[src/rtl/rr_sel_arbiter_if.sv]
// Purpose: request/grant bundle between four channels, the arbiter and the 4:1 select mux.
// Latency: none, this is wiring only.
// Backpressure: none; requesters hold req high until they see their grant, then finish with done.
interface rr_sel_arbiter_if #(
  parameter int N_REQ = 4,
  parameter int SEL_W = 2
);

  logic [N_REQ-1:0] req;          // per-channel level request
  logic             done;         // granted channel finished
  logic [SEL_W-1:0] sel;          // mux select, registered in the arbiter
  logic [N_REQ-1:0] grant;        // one-hot grant, zero when idle
  logic             grant_valid;  // a grant is currently held
  logic             timeout;      // one-cycle forced-release pulse

  // Arbiter side: consumes requests, drives select and grant.
  modport master (
    input  req,
    input  done,
    output sel,
    output grant,
    output grant_valid,
    output timeout
  );

  // Requester / mux side: raises requests, observes the grant.
  modport slave (
    output req,
    output done,
    input  sel,
    input  grant,
    input  grant_valid,
    input  timeout
  );

endinterface

[src/rtl/rr_sel_arbiter.sv]
// Purpose: round-robin arbiter driving the 4:1 mux select; grant held until done, withdraw or hold timeout.
// Latency: request seen at edge t gives grant after edge t; release takes one edge, then one mandatory idle cycle.
// Backpressure: a held grant ignores other requests; MAX_HOLD bounds how long any channel can block the rest.
module rr_sel_arbiter #(
  parameter int N_REQ    = 4,
  parameter int SEL_W    = 2,
  parameter int MAX_HOLD = 15
) (
  input  logic              clk,
  input  logic              rst_n,
  rr_sel_arbiter_if.master  arb
);

  localparam int              CNT_W     = 8;
  localparam logic [CNT_W-1:0] HOLD_LAST = CNT_W'(MAX_HOLD - 1);
  localparam logic [CNT_W-1:0] CNT_MAX   = '1;

  typedef enum logic {
    IDLE  = 1'b0,
    GRANT = 1'b1
  } state_t;

  state_t             state_q;
  logic [SEL_W-1:0]   ptr_q;
  logic [SEL_W-1:0]   sel_q;
  logic [N_REQ-1:0]   grant_q;
  logic               grant_valid_q;
  logic               timeout_q;
  logic [CNT_W-1:0]   cnt_q;

  logic               win_vld_d;
  logic [SEL_W-1:0]   win_d;
  logic               hold_expired_d;
  logic               release_d;
  logic               timeout_d;

  // Circular priority scan starting at ptr_q; the lowest offset from ptr_q wins.
  // Scanning from the far end down lets the nearest requester overwrite the rest.
  always_comb begin
    win_vld_d = 1'b0;
    win_d     = ptr_q;
    for (int i = N_REQ - 1; i >= 0; i--) begin
      if (arb.req[SEL_W'(ptr_q + SEL_W'(i))]) begin
        win_vld_d = 1'b1;
        win_d     = SEL_W'(ptr_q + SEL_W'(i));
      end
    end
  end

  // Release decode for the held grant; timeout is flagged only when nothing else released it.
  always_comb begin
    hold_expired_d = (cnt_q == HOLD_LAST);
    release_d      = arb.done | ~arb.req[sel_q] | hold_expired_d;
    timeout_d      = ~arb.done & arb.req[sel_q] & hold_expired_d;
  end

  // Arbitration FSM with all outputs registered.
  always_ff @(posedge clk) begin
    if (!rst_n) begin
      state_q       <= IDLE;
      ptr_q         <= '0;
      sel_q         <= '0;
      grant_q       <= '0;
      grant_valid_q <= 1'b0;
      timeout_q     <= 1'b0;
      cnt_q         <= '0;
    end else begin
      case (state_q)
        IDLE: begin
          // Any timeout pulse lasts exactly the one idle cycle after release.
          timeout_q <= 1'b0;
          if (win_vld_d) begin
            sel_q         <= win_d;
            grant_q       <= N_REQ'(1) << win_d;
            grant_valid_q <= 1'b1;
            cnt_q         <= '0;
            state_q       <= GRANT;
          end
        end
        GRANT: begin
          if (release_d) begin
            grant_q       <= '0;
            grant_valid_q <= 1'b0;
            ptr_q         <= sel_q + SEL_W'(1);
            timeout_q     <= timeout_d;
            state_q       <= IDLE;
          end else begin
            timeout_q <= 1'b0;
            if (cnt_q != CNT_MAX) begin
              cnt_q <= cnt_q + CNT_W'(1);
            end
          end
        end
        default: begin
          state_q <= IDLE;
        end
      endcase
    end
  end

  assign arb.sel         = sel_q;
  assign arb.grant       = grant_q;
  assign arb.grant_valid = grant_valid_q;
  assign arb.timeout     = timeout_q;

`ifndef SYNTHESIS
  // Structural invariants of the grant outputs.
  always_ff @(posedge clk) begin
    if (rst_n) begin
      assert ($onehot0(grant_q))
        else $error("grant not one-hot");
      assert (grant_valid_q == (|grant_q))
        else $error("grant_valid disagrees with grant");
    end
  end
`endif

endmodule
[src/flat_wrapper.sv]
// flat-port wrapper written by rule: the top's interface ports become plain ports
module rr_sel_arbiter_flat 
#(
  parameter int N_REQ    = 4,
  parameter int SEL_W    = 2,
  parameter int MAX_HOLD = 15
)
  (clk, rst_n, arb_req, arb_done, arb_sel, arb_grant, arb_grant_valid, arb_timeout);
  rr_sel_arbiter_if #(.N_REQ(N_REQ), .SEL_W(SEL_W)) arb_i ();
  input  logic clk;
  input  logic rst_n;
  input wire logic [$bits(arb_i.req)-1:0] arb_req;
  input wire logic [$bits(arb_i.done)-1:0] arb_done;
  output wire logic [$bits(arb_i.sel)-1:0] arb_sel;
  output wire logic [$bits(arb_i.grant)-1:0] arb_grant;
  output wire logic [$bits(arb_i.grant_valid)-1:0] arb_grant_valid;
  output wire logic [$bits(arb_i.timeout)-1:0] arb_timeout;
  assign arb_i.req = arb_req;
  assign arb_i.done = arb_done;
  assign arb_sel = arb_i.sel;
  assign arb_grant = arb_i.grant;
  assign arb_grant_valid = arb_i.grant_valid;
  assign arb_timeout = arb_i.timeout;
  rr_sel_arbiter #(.N_REQ(N_REQ), .SEL_W(SEL_W), .MAX_HOLD(MAX_HOLD)) u_core (.clk(clk), .rst_n(rst_n), .arb(arb_i));
endmodule
[config.mk]
export PLATFORM = sky130hd
export DESIGN_NAME = rr_sel_arbiter_flat
export DESIGN_NICKNAME = d
export VERILOG_FILES = /design/src/rtl/rr_sel_arbiter_if.sv /design/src/rtl/rr_sel_arbiter.sv /design/src/flat_wrapper.sv
export SDC_FILE = /design/constraint.sdc
export NUM_CORES = 1
export LEC_CHECK = 0
export ABC_AREA = 1
export CORE_MARGIN = 2
export CORE_UTILIZATION = 40
export DETAILED_ROUTE_END_ITERATION = 12
export PLACE_DENSITY_LB_ADDON = 0.15
export SLEW_MARGIN = 20
export SYNTH_ARGS = -nofsm -noshare
export SYNTH_HDL_FRONTEND = slang
export SYNTH_SLANG_ARGS = --single-unit
export TNS_END_PERCENT = 50
[constraint.sdc]
create_clock -name clk -period 1.74 [get_ports clk]
set_input_delay 0.348 -clock clk [delete_from_list [all_inputs] [get_ports clk]]
set_output_delay 0.348 -clock clk [all_outputs]
set_load 0.05 [all_outputs]
==> flow_summary.json, run 1 <==
{
  "fp.dieW_um": 58.9,
  "crit_arrival_ns": 1.84,
  "drtPass1Iterations": 8,
  "antenna_left": 0,
  "clockBufferDepth": 2,
  "cts_buffers": 3,
  "synth_common_cells": "nand2_1, dfxtp_1, a21oi_1",
  "synth_cell_types": 26,
  "cts_tree": "yes",
  "synth-async-reset-ratio_pct": 0,
  "cp_num_buf_inv": 0,
  "min_path_cells": 2,
  "switchingPower_mw": 0.666,
  "drive_above_1_share_pct": 18.4,
  "crit_chain": "ha_1 -> nand3_1 -> nor2_2 -> nand4_4 -> nand3_4 -> nand2_1 -> a21oi_1",
  "drt_iter0_markers": 52,
  "period_needed_ns": 1.61,
  "io_pins": 15,
  "synth-main-ff-cell": "dfxtp_1",
  "synth_nets": 195,
  "clkTransAtPathRegs_ns": 0.11,
  "synthMostInstantiatedCell": "nand2_1",
  "clock-sinks": 19,
  "max_freq_mhz": 620,
  "grt_use_met2_pct": 32.5,
  "vias": 1238,
  "dp_cells": 239,
  "skew_ns": 0.00664,
  "startpoint_type": "register",
  "layout_setup_ws_ns": 0.127,
  "core-area_um2": 2810,
  "pwr-share-seq_pct": 37.3,
  "fin_hold_ws_ns": 0.467,
  "path_delay_family": "simple AND/OR/NAND/NOR gates",
  "wirelength_um": 2770,
  "p_comb_share_pct": 47.4,
  "p_leak_nw": 0.667,
  "portBuffers": 14,
  "ys_warn_count": 0,
  "synth_seq_area_share_pct": 31.5,
  "ctsHoldBuffers": 0,
  "area_delta_synth_final_pct": 21.6,
  "final_cells": 243,
  "synth_top_area_cell": "dfxtp_1",
  "critPathSlowestCell": "dfxtp_1",
  "std_cell_rows": 19,
  "vias_per_cell": 5.09,
  "wire_per_inst_um": 11.4,
  "grt_max_degree": 13,
  "die_area_um2": 3470,
  "setup_viol": 0,
  "design_area_um2": 1470,
  "track_usage_pct": 17.7,
  "p_total_mw": 1.48,
  "synthCells": 186,
  "synth.top_cells.by_area": "dfxtp_1, nand2_1, a21oi_1",
  "failed_checks": "DRC",
  "status": "finished with violations",
  "chipHeight_um": 58.9,
  "synth_enable_flop_cells": 0,
  "antenna_found_initial": 0,
  "hp-class": "reg -> reg",
  "nNetsFinal": 222,
  "worst_pin_slew_ns": 0.332,
  "ff2ff_path_depth": 7,
  "cp.depth": 7,
  "clockRootBuffer": "clkbuf_4",
  "initial_utilization_pct": 43.0,
  "fin_crit_sh_pct": 92.7,
  "cellPowerDensity_nw_per_um2": 1010,
  "grtUsageMet3_pct": 2.64,
  "cpPeakStageDelay_ns": 0.41,
  "htreeDepth": 1,
  "maxCapViolCount": 0,
  "irDropWorstVdd_v": 0.000369,
  "slew_headroom_pct": 77.7,
  "cp.required_ns": 1.97,
  "synth_area_um2": 1210,
  "drc": 2,
  "p_int_mw": 0.818,
  "gp_congestion": 0.854,
  "grt_pass1_wl_um": 4740,
  "endpoint_kind": "register",
  "fillers": 275,
  "use_met1_pct": 20.1,
  "overflow": 0,
  "place_hpwl_um": 2190,
  "p_clk_share_pct": 15.3,
  "place_area_um2": 1420,
  "place_ws_ns": -0.192,
  "syn_area_per_cell_um2": 6.48,
  "grt-busiest-layer": "met2",
  "netlist.area_leader.share_pct": 31.5,
  "clk-insertion-delay-late_ns": 0.30,
  "path_class": "reg -> reg",
  "p_sw_share_pct": 44.9,
  "ys_ff_latch": 19,
  "hold_viol_final": 0,
  "grt_pass1_vias": 1161,
  "finalMaxSlewViolations": 0,
  "crit_fanout": 9,
  "diodes": 0
}
-- timing repair --
| item | in CTS | in global routing |
|---|---|---|
| setup buffers | 0 | 0 |
| resized for setup | 0 | 4 |
| endpoints found under the setup margin | 0 | 13 |
-- kinds of logic (layout without fill, tap and decap cells) --
kind of cell             after synthesis  count (layout)  synth area share (%)
buffers and inverters                 22              48                  8.09
AO/OA/AOI/OAI                         26              26                  11.4
adder cells (fa/ha/maj)                2               2                  2.07
XOR/XNOR                               5               5                  3.63
AND/OR/NAND/NOR                      112             112                  43.3
flip-flops                            19              19                  31.5
-- final timing paths --
| path | startpoint | slack, ns | endpoint |
|---|---|---|---|
| worst max-delay path | u_core.cnt_q[1] | 0.13 | u_core.cnt_q[3] |
| worst min-delay path | u_core.arb.grant[1] | 0.47 | u_core.arb.grant[1] |
| worst max register to register | u_core.cnt_q[1] | 0.13 | u_core.cnt_q[3] |
| worst min register to register | u_core.arb.grant[1] | 0.47 | u_core.arb.grant[1] |
-- cells in the final DEF, fill, tap and decap left out --
cell	count
buf_4	19
o21bai_1	1
clkbuf_4	3
nor4_1	1
ha_1	2
inv_2	4
clkdlybuf4s50_1	6
nand3_2	2
nand4_4	1
nor2_2	2
a21oi_1	18
nand2_2	3
xor2_1	2
inv_1	13
o211ai_1	2
nand3_1	14
o21ai_0	2
nor2_1	16
xnor2_1	3
o21ai_1	2
nand2_1	59
nand4_1	8
nor3_1	3
clkinv_1	2
nand2_4	2
dfxtp_2	1
clkbuf_1	1
dfxtp_1	18
nand3_4	1
o21ai_2	1
-- worst min-delay path, cell delays in order (launching register included) --
cell and delay, ns:
dfxtp_1 0.32, nand2_1 0.06, a21oi_1 0.05
-- through the flow --
stage | utilization [%] | setup TNS (ns)
global placement | 50.7 | -2.10
floorplan | - | 0
finish | 52.3 | 0
global route | 52.3 | -0.0546
CTS | 51.6 | 0
detailed placement | 50.7 | -2.64
-- power groups by stage --
stage	Combinational [mW]	Sequential [mW]	Clock, mW
6_report	0.704	0.553	0.227
5_1_grt	0.796	0.563	0.261
4_1_cts	0.701	0.551	0.237
3_5_place_dp	0.699	0.560	0
3_3_place_gp	0.685	0.560	0
2_1_floorplan	0.412	0.666	0
-- sequential cells by signal, indices dropped and copies added, names as in the netlist --
register,count
u_core.arb.grant,4
u_core.arb.grant_valid,1
u_core.arb.sel,2
u_core.ptr_q,2
u_core.arb.timeout,1
u_core.state_q,1
u_core.cnt_q,8
-- layer usage --
metal | vias to the layer above | share of wire [%] | routed length [µm]
met5 | - | 0 | 0
li1 | 664 | - | -
met3 | 4 | 1.7 | 46
met2 | 9 | 53 | 1460
met4 | 0 | 1.2 | 33
met1 | 561 | 44 | 1220
-- final cells by class --
type                            count  area, µm²  share of cell area, %
Sequential cell                    19        382                   26.0
Inverter                           19       71.3                   4.86
Multi-Input combinational cell    145        746                   50.9
Clock buffer                        4       26.3                   1.79
Timing Repair Buffer               25        203                   13.8
Tap cell                           31       38.8                   2.65
No activity file was read; power rests on OpenSTA's default activity.
==> inputs of run 2 (changes only) <==
--- a/config.mk
+++ b/config.mk
@@ -6,7 +6,7 @@
 export NUM_CORES = 1
 export LEC_CHECK = 0
 export ABC_AREA = 1
-export CORE_MARGIN = 2
+export CORE_MARGIN = 8
 export CORE_UTILIZATION = 40
 export DETAILED_ROUTE_END_ITERATION = 12
 export PLACE_DENSITY_LB_ADDON = 0.15
==> flow_summary.json, run 2 (synthesized netlist as in run 1, its figures left out) <==
{
  "dp_cells": 240,
  "place_ws_ns": -0.205,
  "wire_per_inst_um": 12.1,
  "cts_buffers": 3,
  "worst_pin_slew_ns": 0.388,
  "fin_crit_sh_pct": 92.8,
  "die_area_um2": 5030,
  "hold_path_startpoint": "u_core.arb.grant_valid",
  "hold_end": "u_core.arb.grant_valid",
  "cts_tree": "yes",
  "track_usage_pct": 12.5,
  "layout_setup_ws_ns": 0.125,
  "layout_commonest_cell": "nand2_1",
  "io_pins": 15,
  "antenna_found_initial": 0,
  "ff2ff_path_depth": 7,
  "min_path_cells": 2,
  "clock-sinks": 19,
  "drt_iter0_markers": 41,
  "clk-insertion-delay-late_ns": 0.30,
  "drive_above_1_share_pct": 21.2,
  "max_freq_mhz": 619,
  "chipHeight_um": 70.9,
  "vias_per_cell": 5.20,
  "largest_register_ffs": 8,
  "drc": 0,
  "finalMaxSlewViolations": 0,
  "crit_arrival_ns": 1.84,
  "reg2reg_slack_ns": 0.13,
  "irDropWorstVdd_v": 0.000442,
  "clockBufferDepth": 2,
  "clockRootBuffer": "clkbuf_4",
  "clkTransAtPathRegs_ns": 0.11,
  "core-area_um2": 2950,
  "hold_viol_final": 0,
  "slew_headroom_pct": 74.1,
  "crit_fanout": 10,
  "largest_register": "u_core.cnt_q",
  "antenna_left": 0,
  "htreeDepth": 1,
  "grt_pass1_wl_um": 5270,
  "skew_ns": 0.00434,
  "fp.dieW_um": 70.9,
  "r2r_start": "u_core.cnt_q[1]",
  "portBuffers": 14,
  "final_cells": 245,
  "diodes": 0,
  "initial_utilization_pct": 40.8,
  "std_cell_rows": 20,
  "path_class": "in -> reg",
  "cts-resized-gates": 0,
  "grt_max_degree": 13,
  "setup_viol": 0,
  "vias": 1273,
  "cellPowerDensity_nw_per_um2": 1030,
  "endpoint_kind": "register",
  "wirelength_um": 2970,
  "maxCapViolCount": 0,
  "r2r-end": "u_core.cnt_q[5]",
  "startpoint_type": "input pin",
  "post_cts.repair.setup_buffers": 0,
  "area_delta_synth_final_pct": 23.9,
  "final_cell_mix": "nand2_1, buf_4, a21oi_1, dfxtp_1, nor2_1",
  "ctsHoldBuffers": 0,
  "cp.required_ns": 1.97,
  "place_hpwl_um": 2390,
  "overflow": 0,
  "nNetsFinal": 222,
  "gp_congestion": 0.933,
  "p_leak_nw": 0.674,
  "hp-class": "reg -> reg",
  "drtPass1Iterations": 4,
  "grt_pass1_vias": 1242,
  "status": "complete, no violations",
  "period_needed_ns": 1.61
}
==> run 2: cell types whose count changed in the layout (fill, tap and decap cells not counted), sizes merged <==
cell      before  now
buf           19   18
clkbuf         4    3
clkinvlp       0    1
nand3         17   18
==> run 2: area by class of cell <==
cell class              instances  area [µm²]
fillers                       313        1460
multi-input cells             146         769
flip-flops and latches         19         383
repair buffers                 24         195
inverters                      19        77.6
well taps                      33        41.3
clock buffers                   3        22.5
clock inverters                 1        5.00
==> run 2: worst max-delay path: stages <==
cell and delay (ns):
clkdlybuf4s50_1 0.45, inv_1 0.11, nand2_1 0.07, nand3_2 0.09, nand2_1 0.06, clkinv_1 0.05, nand2_1 0.05, nor2_2 0.13
nand2_4 0.11, nand3_4 0.13, nand2_1 0.06, a21oi_1 0.17
==> run 2: worst max path at each step <==
stage,from,end,slack (ns),cells after the start
2_1_floorplan,u_core.arb.sel[0],u_core.ptr_q[1],0.14,8
3_3_place_gp,arb_req[2],u_core.arb.grant[3],-0.16,11
3_5_place_dp,arb_req[2],u_core.arb.grant[3],-0.20,11
4_1_cts,u_core.cnt_q[2],u_core.ptr_q[1],0.07,8
5_1_grt,arb_req[3],u_core.arb.grant[3],-0.008,11
6_report,arb_req[2],u_core.cnt_q[5],0.13,12
==> run 2: where the power goes <==
part / switching, mW / internal [mW] / total, mW
logic: 0.488 / 0.259 / 0.746
registers: 0.0652 / 0.492 / 0.557
clock network: 0.144 / 0.0858 / 0.230
==> run 2: through the flow <==
| stage | power, mW | TNS [ns] | hold WS, ns | utilization, % | instance area [µm²] |
|---|---|---|---|---|---|
| 4_1_cts | 1.51 | 0 | 0.478 | 48.9 | 1440 |
| 3_5_place_dp | 1.28 | -2.77 | 0.460 | 48.0 | 1420 |
| 2_1_floorplan | 1.08 | 0 | 0.474 | - | 1210 |
| 6_report | 1.53 | 0 | 0.470 | 50.6 | 1490 |
| 5_1_grt | 1.66 | -0.0181 | 0.508 | 50.6 | 1490 |
| 3_3_place_gp | 1.26 | -2.04 | 0.455 | 48.0 | 1420 |
==> run 2: routing by layer <==
layer	vias up	part of all wire [%]	global-route usage, %
met5	-	0	0
met4	0	2.0	5.08
met3	8	3.1	2.40
met2	26	53	23.2
met1	574	42	13.3
li1	665	-	-
==> inputs of run 3 (changes only) <==
--- a/config.mk
+++ b/config.mk
@@ -8,8 +8,10 @@
 export ABC_AREA = 1
 export CORE_MARGIN = 8
 export CORE_UTILIZATION = 40
+export CTS_CLUSTER_DIAMETER = 120
 export DETAILED_ROUTE_END_ITERATION = 12
 export PLACE_DENSITY_LB_ADDON = 0.15
+export SETUP_SLACK_MARGIN = 0.4
 export SLEW_MARGIN = 20
 export SYNTH_ARGS = -nofsm -noshare
 export SYNTH_HDL_FRONTEND = slang
==> constraint.sdc (replaced) <==
create_clock -name clk -period 2.08 [get_ports clk]
set_input_delay 0.416 -clock clk [delete_from_list [all_inputs] [get_ports clk]]
set_output_delay 0.416 -clock clk [all_outputs]
set_load 0.05 [all_outputs]
==> flow_summary.json, run 3 (synthesized netlist as in run 1, its figures left out) <==
{
  "status": "complete, no violations",
  "wirelength_um": 3120,
  "ctsHoldBuffers": 0,
  "antenna_found_initial": 0,
  "hp-class": "reg -> reg",
  "slew_headroom_pct": 64.9,
  "grt_max_degree": 17,
  "layout_commonest_cell": "nand2_1",
  "clock-sinks": 19,
  "initial_utilization_pct": 40.8,
  "clockBufferDepth": 2,
  "htreeDepth": 1,
  "wire_per_inst_um": 12.7,
  "drt_iter0_markers": 65,
  "seq_area_um2": 387,
  "reg2reg_slack_ns": 0.51,
  "vias_per_cell": 5.31,
  "nNetsFinal": 223,
  "portBuffers": 14,
  "fillers": 298,
  "diodes": 0,
  "finalMaxSlewViolations": 0,
  "grt_pass1_vias": 1168,
  "cellPowerDensity_nw_per_um2": 848,
  "clkTransAtPathRegs_ns": 0.11,
  "track_usage_pct": 11.8,
  "grt_pass1_wl_um": 4990,
  "crit_arrival_ns": 1.18,
  "endpoint_kind": "primary output",
  "core-area_um2": 2950,
  "cpPeakStageDelay_ns": 0.53,
  "cp_num_buf_inv": 1,
  "skew_ns": 0.00476,
  "path_class": "reg -> out",
  "drc": 0,
  "maxCapViolCount": 0,
  "crit_fanout": 2,
  "multi_input_area_um2": 823,
  "area_delta_synth_final_pct": 30.6,
  "std_cell_rows": 20,
  "die_area_um2": 5030,
  "cts_buffers": 3,
  "largest_register": "u_core.cnt_q",
  "vias": 1306,
  "hold_viol_final": 0,
  "p_total_mw": 1.34,
  "rsz0062_at_grt": "yes",
  "place_hpwl_um": 2120,
  "worst_pin_slew_ns": 0.525,
  "setup_viol": 0,
  "crit_chain": "dlygate4sd2_1",
  "largest_register_ffs": 8,
  "p_leak_nw": 0.733,
  "irDropWorstVdd_v": 0.000363,
  "cp.required_ns": 1.66,
  "drtPass1Iterations": 4,
  "max_freq_mhz": 627,
  "io_pins": 15,
  "overflow": 0,
  "final_cell_mix": "nand2_1, nor2_1, a21oi_1",
  "path_delay_family": "buffers and inverters",
  "fin_crit_sh_pct": 76.6,
  "drive_above_1_share_pct": 24.9,
  "cts_tree": "yes",
  "tns_ns": 0,
  "critPathSlowestCell": "dlygate4sd2_1",
  "antenna_left": 0,
  "fp.dieW_um": 70.9,
  "startpoint_type": "register",
  "chipHeight_um": 70.9,
  "gp_congestion": 0.871,
  "period_needed_ns": 1.59,
  "clk-insertion-delay-late_ns": 0.30,
  "clockRootBuffer": "clkbuf_4"
}
==> run 3: changes by cell type in the layout (fill, tap and decap cells not counted), sizes merged <==
cell | before | now
buf | 18 | 9
dlygate4sd2 | 0 | 6
clkdlybuf4s50 | 6 | 2
dlymetal6s2s | 0 | 4
clkbuf | 3 | 4
clkdlybuf4s15 | 0 | 1
nand2 | 64 | 65
nand4 | 9 | 10
==> run 3: routing by layer <==
| metal | share of wire (%) | global-route usage, % | wire, µm |
|---|---|---|---|
| met4 | 0.99 | 4.85 | 31 |
| met1 | 44 | 13.0 | 1370 |
| met3 | 2.3 | 1.69 | 71 |
| met2 | 53 | 21.7 | 1650 |
| met5 | 0 | 0 | 0 |
==> run 3: what timing repair did <==
item / CTS / global route
gates resized for setup: 10 / 34
pin swaps: 0 / 6
buffers inserted: 0 / 7
cloned: 0 / 3
endpoints found under the setup margin: 17 / 18
==> run 3: report_power, final <==
| group | internal (mW) | switching, mW | total [mW] |
|---|---|---|---|
| clock network | 0.0716 | 0.120 | 0.192 |
| registers | 0.413 | 0.0585 | 0.472 |
| logic | 0.232 | 0.441 | 0.673 |
==> run 3: final cells by class <==
type / count / area share [%]
timing repair buffer: 23 / 13.9
clock inverter: 1 / 0.318
sequential: 19 / 24.5
multi-input combinational: 148 / 52.3
inverter: 19 / 4.92
clock buffer: 3 / 1.43
tap: 33 / 2.62
==> run 3: final timing paths <==
check / startpoint / endpoint / depth (start not counted)
worst max-delay path: u_core.arb.grant[2] / arb_grant[2] / 1
worst min-delay path: u_core.arb.grant[1] / u_core.arb.grant[1] / 2
worst max register to register: u_core.cnt_q[4] / u_core.cnt_q[5] / 8
worst min register to register: u_core.arb.grant[1] / u_core.arb.grant[1] / 2
==> run 3: metrics by stage <==
stage | area [µm²] | util (%) | instances | hold WS [ns] | setup WS (ns)
6_report | 1580 | 53.3 | 246 | 0.467 | 0.486
4_1_cts | 1400 | 47.3 | 236 | 0.471 | 0.326
3_5_place_dp | 1380 | 46.6 | 232 | 0.456 | 0.0434
3_3_place_gp | 1380 | 46.6 | 232 | 0.454 | 0.101
5_1_grt | 1580 | 53.3 | 246 | 0.491 | 0.378
2_1_floorplan | 1210 | - | 186 | 0.475 | 0.476
